[config.mk]
export PLATFORM = sky130hd
export DESIGN_NAME = ts_sync_filter
export DESIGN_NICKNAME = d
export VERILOG_FILES = /design/src/rtl/ts_sync_filter_pkg.sv /design/src/rtl/ts_sync_filter_sat_counter.sv /design/src/rtl/ts_sync_filter.sv
export SDC_FILE = /design/constraint.sdc
export NUM_CORES = 1
export LEC_CHECK = 0
export CAP_MARGIN = 20
export CELL_PAD_IN_SITES_DETAIL_PLACEMENT = 1
export CELL_PAD_IN_SITES_GLOBAL_PLACEMENT = 1
export CORE_MARGIN = 1
export CORE_UTILIZATION = 28
export CTS_BUF_LIST = sky130_fd_sc_hd__clkbuf_8
export DETAILED_ROUTE_END_ITERATION = 16
export PLACE_DENSITY = 0.64
export SYNTH_ARGS = -nofsm -noshare
export SYNTH_HDL_FRONTEND = slang
export SYNTH_HIERARCHICAL = 1
export SYNTH_SLANG_ARGS = --single-unit
[constraint.sdc]
create_clock -name CLK -period 2.9 [get_ports CLK]
set_input_delay 0.29 -clock CLK [delete_from_list [all_inputs] [get_ports CLK]]
set_output_delay 0.29 -clock CLK [all_outputs]
set_load 0.03 [all_outputs]
[src/rtl/ts_sync_filter_pkg.sv]
// Shared constants and FSM encoding for the TS sync filter.
// Used by the top and by the saturating counter.
package ts_sync_filter_pkg;

   localparam logic [7:0] TS_SYNC_BYTE = 8'h47;
   localparam int         TS_PKT_LEN   = 188;
   localparam int         TS_CNT_W     = 16;

   typedef enum logic [1:0] {
      ST_HUNT   = 2'd0,
      ST_VERIFY = 2'd1,
      ST_LOCKED = 2'd2
   } ts_state_e;

endpackage

[src/rtl/ts_sync_filter_sat_counter.sv]
// 16-bit event counter that sticks at all-ones.
// Its synchronous clear wins over a same-cycle increment.
module ts_sat_counter
   import ts_sync_filter_pkg::*;
(
   input  logic                clk_i,
   input  logic                rst_i,
   input  logic                clr_i,
   input  logic                inc_i,
   output logic [TS_CNT_W-1:0] cnt_o
);

   logic [TS_CNT_W-1:0] cnt_q;

   always_ff @(posedge clk_i or posedge rst_i) begin
      if (rst_i) begin
         cnt_q <= '0;
      end else if (clr_i) begin
         cnt_q <= '0;
      end else if (inc_i && (cnt_q != '1)) begin
         cnt_q <= cnt_q + 1'b1;
      end
   end

   assign cnt_o = cnt_q;

endmodule

[src/rtl/ts_sync_filter.sv]
// Acquires 188-byte TS alignment on 0x47 and forwards only whole, synced packets
// one cycle after input, marking byte 0 with TS_PSYNC_OUT.
module ts_sync_filter
   import ts_sync_filter_pkg::*;
#(
   parameter int PKT_LEN    = TS_PKT_LEN,
   parameter int LOCK_COUNT = 3,
   parameter int LOSS_COUNT = 3
) (
   input  logic        CLK,
   input  logic        RST,
   input  logic [7:0]  TS_DATA_IN,
   input  logic        TS_DVALID_IN,
   input  logic        CNT_CLR,
   output logic [7:0]  TS_DATA_OUT,
   output logic        TS_DVALID_OUT,
   output logic        TS_PSYNC_OUT,
   output logic        LOCKED,
   output logic [15:0] DROP_CNT,
   output logic [15:0] LOSS_CNT
);

   localparam int PW = $clog2(PKT_LEN);
   localparam int HW = $clog2(LOCK_COUNT + 1);
   localparam int MW = $clog2(LOSS_COUNT + 1);
   localparam logic [PW-1:0] PKT_LAST = PW'(PKT_LEN - 1);
   localparam logic [HW-1:0] LOCK_C   = HW'(LOCK_COUNT);
   localparam logic [MW-1:0] LOSS_C   = MW'(LOSS_COUNT);

   ts_state_e     state_q;
   logic [PW-1:0] pos_q, pos_d;
   logic [HW-1:0] hits_q, hits_d;
   logic [MW-1:0] miss_q, miss_d;
   logic          fwd_q;
   logic [7:0]    data_q;
   logic          dvalid_q, psync_q, locked_q;
   logic          sync_chk, is_sync, drop_inc, loss_inc;

   always_comb begin
      pos_d    = (pos_q == PKT_LAST) ? '0 : pos_q + 1'b1;
      hits_d   = hits_q + 1'b1;
      miss_d   = miss_q + 1'b1;
      is_sync  = (TS_DATA_IN == TS_SYNC_BYTE);
      sync_chk = TS_DVALID_IN && (pos_q == '0);
      drop_inc = (state_q == ST_LOCKED) && sync_chk && !is_sync;
      loss_inc = drop_inc && (miss_d == LOSS_C);
   end

   // Output registers only load data on a forwarded byte, so data holds across gaps.
   always_ff @(posedge CLK or posedge RST) begin
      if (RST) begin
         state_q  <= ST_HUNT;
         pos_q    <= '0;
         hits_q   <= '0;
         miss_q   <= '0;
         fwd_q    <= 1'b0;
         data_q   <= '0;
         dvalid_q <= 1'b0;
         psync_q  <= 1'b0;
         locked_q <= 1'b0;
      end else begin
         dvalid_q <= 1'b0;
         psync_q  <= 1'b0;
         if (TS_DVALID_IN) begin
            case (state_q)
               ST_HUNT: begin
                  if (is_sync) begin
                     state_q <= ST_VERIFY;
                     hits_q  <= HW'(1);
                     pos_q   <= PW'(1);
                  end
               end
               ST_VERIFY: begin
                  pos_q <= pos_d;
                  if (sync_chk) begin
                     if (!is_sync) begin
                        state_q <= ST_HUNT;
                     end else if (hits_d == LOCK_C) begin
                        state_q  <= ST_LOCKED;
                        locked_q <= 1'b1;
                        miss_q   <= '0;
                        fwd_q    <= 1'b1;
                        data_q   <= TS_DATA_IN;
                        dvalid_q <= 1'b1;
                        psync_q  <= 1'b1;
                     end else begin
                        hits_q <= hits_d;
                     end
                  end
               end
               ST_LOCKED: begin
                  pos_q <= pos_d;
                  if (sync_chk) begin
                     if (is_sync) begin
                        miss_q   <= '0;
                        fwd_q    <= 1'b1;
                        data_q   <= TS_DATA_IN;
                        dvalid_q <= 1'b1;
                        psync_q  <= 1'b1;
                     end else begin
                        miss_q <= miss_d;
                        fwd_q  <= 1'b0;
                        if (loss_inc) begin
                           state_q  <= ST_HUNT;
                           locked_q <= 1'b0;
                        end
                     end
                  end else if (fwd_q) begin
                     data_q   <= TS_DATA_IN;
                     dvalid_q <= 1'b1;
                  end
               end
               default: state_q <= ST_HUNT;
            endcase
         end
      end
   end

   ts_sat_counter u_drop_cnt (
      .clk_i (CLK),
      .rst_i (RST),
      .clr_i (CNT_CLR),
      .inc_i (drop_inc),
      .cnt_o (DROP_CNT)
   );

   ts_sat_counter u_loss_cnt (
      .clk_i (CLK),
      .rst_i (RST),
      .clr_i (CNT_CLR),
      .inc_i (loss_inc),
      .cnt_o (LOSS_CNT)
   );

   assign TS_DATA_OUT   = data_q;
   assign TS_DVALID_OUT = dvalid_q;
   assign TS_PSYNC_OUT  = psync_q;
   assign LOCKED        = locked_q;

endmodule

==> flow_summary.yaml <==
logic_synthesis:
  syn_nets: 357
  synth_top_area_share_pct: 44.2
  ys_seq_area_share_pct: 44.2
  ys_ff_latch: 58
  synth_top_cell_by_area: "dfrtp_1"
  synthDistinctLibCells: 51
  synth_edf_count: 0
  async_flop_share_pct: 100
  yosys_most_used_dff: "dfrtp_1"
  synth.avg_cell_area_um2: 9.78
  synthesis.area_um2: 3280
  ys_warn_count: 6
  synth.area.top_cells: "dfrtp_1 44%, mux2_2 4.5%, a21oi_1 4.0%"
  syn_inst: 336
worst_setup_path:
  critPathLaunchType: "flip-flop"
  path_max_fanout: 7
  rr_endpoint: "u_loss_cnt/cnt_o[13]$_DFFE_PP0P_"
  crit_type: "reg -> reg"
  worstPathArrival_ps: 2830
  worst_ep_required_time_ps: 3170
  r2r_cells: 8
  endpoint_kind: "flip-flop"
  r2r_start: "pos_q[6]$_DFFE_PP0P_"
  r2r_slack_ps: 350
timing:
  finClkSkew_ps: 10.3
  drv_slew: 0
  hold_viol_final: 0
  fin_crit_sh_pct: 88.1
  slew_headroom_pct: 41.4
  max_freq_ghz: 0.392
  setup_tns_ps: 0
  tightestPinTransition_ps: 868
  setup-violations-final: 0
  period_needed_ps: 2550
  rsz0062_at_grt: "no"
cts:
  cts.sinks: 58
  postCtsSetupBuffers: 0
  cts_made_buffers: 9
  clock_latency_ps: 350
  clock-root-buffer: "clkbuf_8"
  cts_tree: "yes"
  htreeDepth: 3
  cts_resized: 0
  clkSlewWorstSetupHoldPaths_ps: 70
  cts_max_path_buffers: 2
  cts_hold_buf: 0
layout:
  syn2layout_area_growth_pct: 28.7
  layout_commonest_cell: "dfrtp_1"
  antenna_cells: 0
  fill_cells: 1337
  num-nets-final: 424
  most-common-layout-cells: "58 x dfrtp_1, 54 x clkdlybuf4s50_1, 26 x a21oi_1"
  final_cell_area_um2: 4230
  drive_above_1_share_pct: 13.2
placement:
  hpwl_um: 6720
  port_buffers: 54
  dpl_cell_area_um2: 4030
  gp_congestion: 0.809
drt:
  drt_iter0_markers: 116
  wl_um: 9150
  via_count: 2971
  wl_per_cell_um: 16.6
  first_pass_iters: 6
  avgViaCountPerCell: 5.39
  drc: 0
  antenna_left: 0
die:
  die-area_um2: 12200
  rows: 39
  io_pins: 55
  die_x_um: 110
  chipHeight_um: 110
  floorplan.initialDensity_pct: 28.8
  core_um2: 11400
global_routing:
  grt_max_degree: 27
  grt_pass1_vias: 3108
  grt_overflow_total: 0
  antenna_found_initial: 0
  grt_pass1_wl_um: 15200
  grt_use_total_pct: 16.4
hold_path:
  hold_path_class: "in -> async"
power_and_ir_drop:
  power_density_nw_per_um2: 467
  ir_drop_mv: 0.259
  p_leak_nw: 1.64
run_status:
  status: "complete, no violations"
flow_run:
  cap_violations: 0
registers in the layout, summed over array words and instances (netlist names):
| signal | cells |
|---|---|
| TS_PSYNC_OUT | 1 |
| state_q | 2 |
| u_drop_cnt/cnt_o | 16 |
| miss_q | 2 |
| LOCKED | 1 |
| TS_DVALID_OUT | 1 |
| u_loss_cnt/cnt_o | 16 |
| pos_q | 8 |
| fwd_q | 1 |
| TS_DATA_OUT | 8 |
| hits_q | 2 |
synth_stat cells (8+ instances only):
master,instances
a21oi_1,26
or3_1,12
nand4_1,9
nor3_1,8
nand2_1,21
or4_1,12
mux2_2,13
ha_1,9
dfrtp_1,58
nor2_1,14
nor2b_1,12
inv_1,19
o21ai_0,18
nand3_1,17
o31ai_1,13
logic make-up (layout without fill, tap and decap cells):
logic type | after synthesis | count (layout) | share of synthesized area, %
and+or+nand+nor | 138 | 138 | 25.5
AOI/OAI and AO/OA | 83 | 83 | 16.1
DFF | 58 | 58 | 44.2
buffers and inverters | 29 | 101 | 4.15
muxes | 19 | 19 | 6.59
adders and majority gates | 9 | 9 | 3.43
worst max path at each step:
stage	from	to	cells past startpoint
after floorplan	pos_q[6]$_DFFE_PP0P_	u_loss_cnt/cnt_o[13]$_DFFE_PP0P_	10
after global placement	TS_DVALID_IN	u_loss_cnt/cnt_o[13]$_DFFE_PP0P_	9
after detailed placement	TS_DVALID_IN	u_loss_cnt/cnt_o[13]$_DFFE_PP0P_	9
after CTS	pos_q[6]$_DFFE_PP0P_	u_loss_cnt/cnt_o[13]$_DFFE_PP0P_	8
after global routing	pos_q[6]$_DFFE_PP0P_	u_loss_cnt/cnt_o[13]$_DFFE_PP0P_	8
final	pos_q[6]$_DFFE_PP0P_	u_loss_cnt/cnt_o[13]$_DFFE_PP0P_	8
stage by stage:
stage	setup slack, ps	util, %	power (mW)	hold slack, ps	instances
floorplan	225	-	1.13	204	336
global placement	83.9	35.3	1.21	469	535
detailed placement	58.0	35.3	1.23	486	535
CTS	350	37.0	2.01	416	551
global route	206	37.0	2.09	460	551
finish	346	37.0	1.98	414	551
report_power, final:
part / switching [mW] / internal (mW)
Sequential: 0.0422 / 0.844
Combinational: 0.192 / 0.130
Clock: 0.335 / 0.433
routing by layer:
| layer | global-route usage [%] | up-vias | routed length, um | part of all wire (%) |
|---|---|---|---|---|
| met5 | 0 | - | 0 | 0 |
| met2 | 26.8 | 63 | 4280 | 47 |
| met3 | 5.06 | 9 | 431 | 4.7 |
| met1 | 20.8 | 1493 | 4350 | 48 |
| met4 | 4.51 | 0 | 80 | 0.87 |
| li1 | - | 1406 | - | - |
critical path, stage by stage, from the launching register on:
cell	delay, ps
dfrtp_1	450
nor4b_1	290
and4_1	240
and3_2	190
and2_1	150
nand3_1	100
or4_4	460
or4_1	430
a21oi_1	160
final cells by class:
type,count,area [um2],share of cell area (%)
multi-input cells,249,1700,40.1
flip-flops and latches,58,1450,34.3
well taps,143,179,4.23
clock inverters,5,46.3,1.10
repair buffers,66,631,14.9
inverters,19,71.3,1.69
clock buffers,11,151,3.58
(Power assumes the default switching activity.)
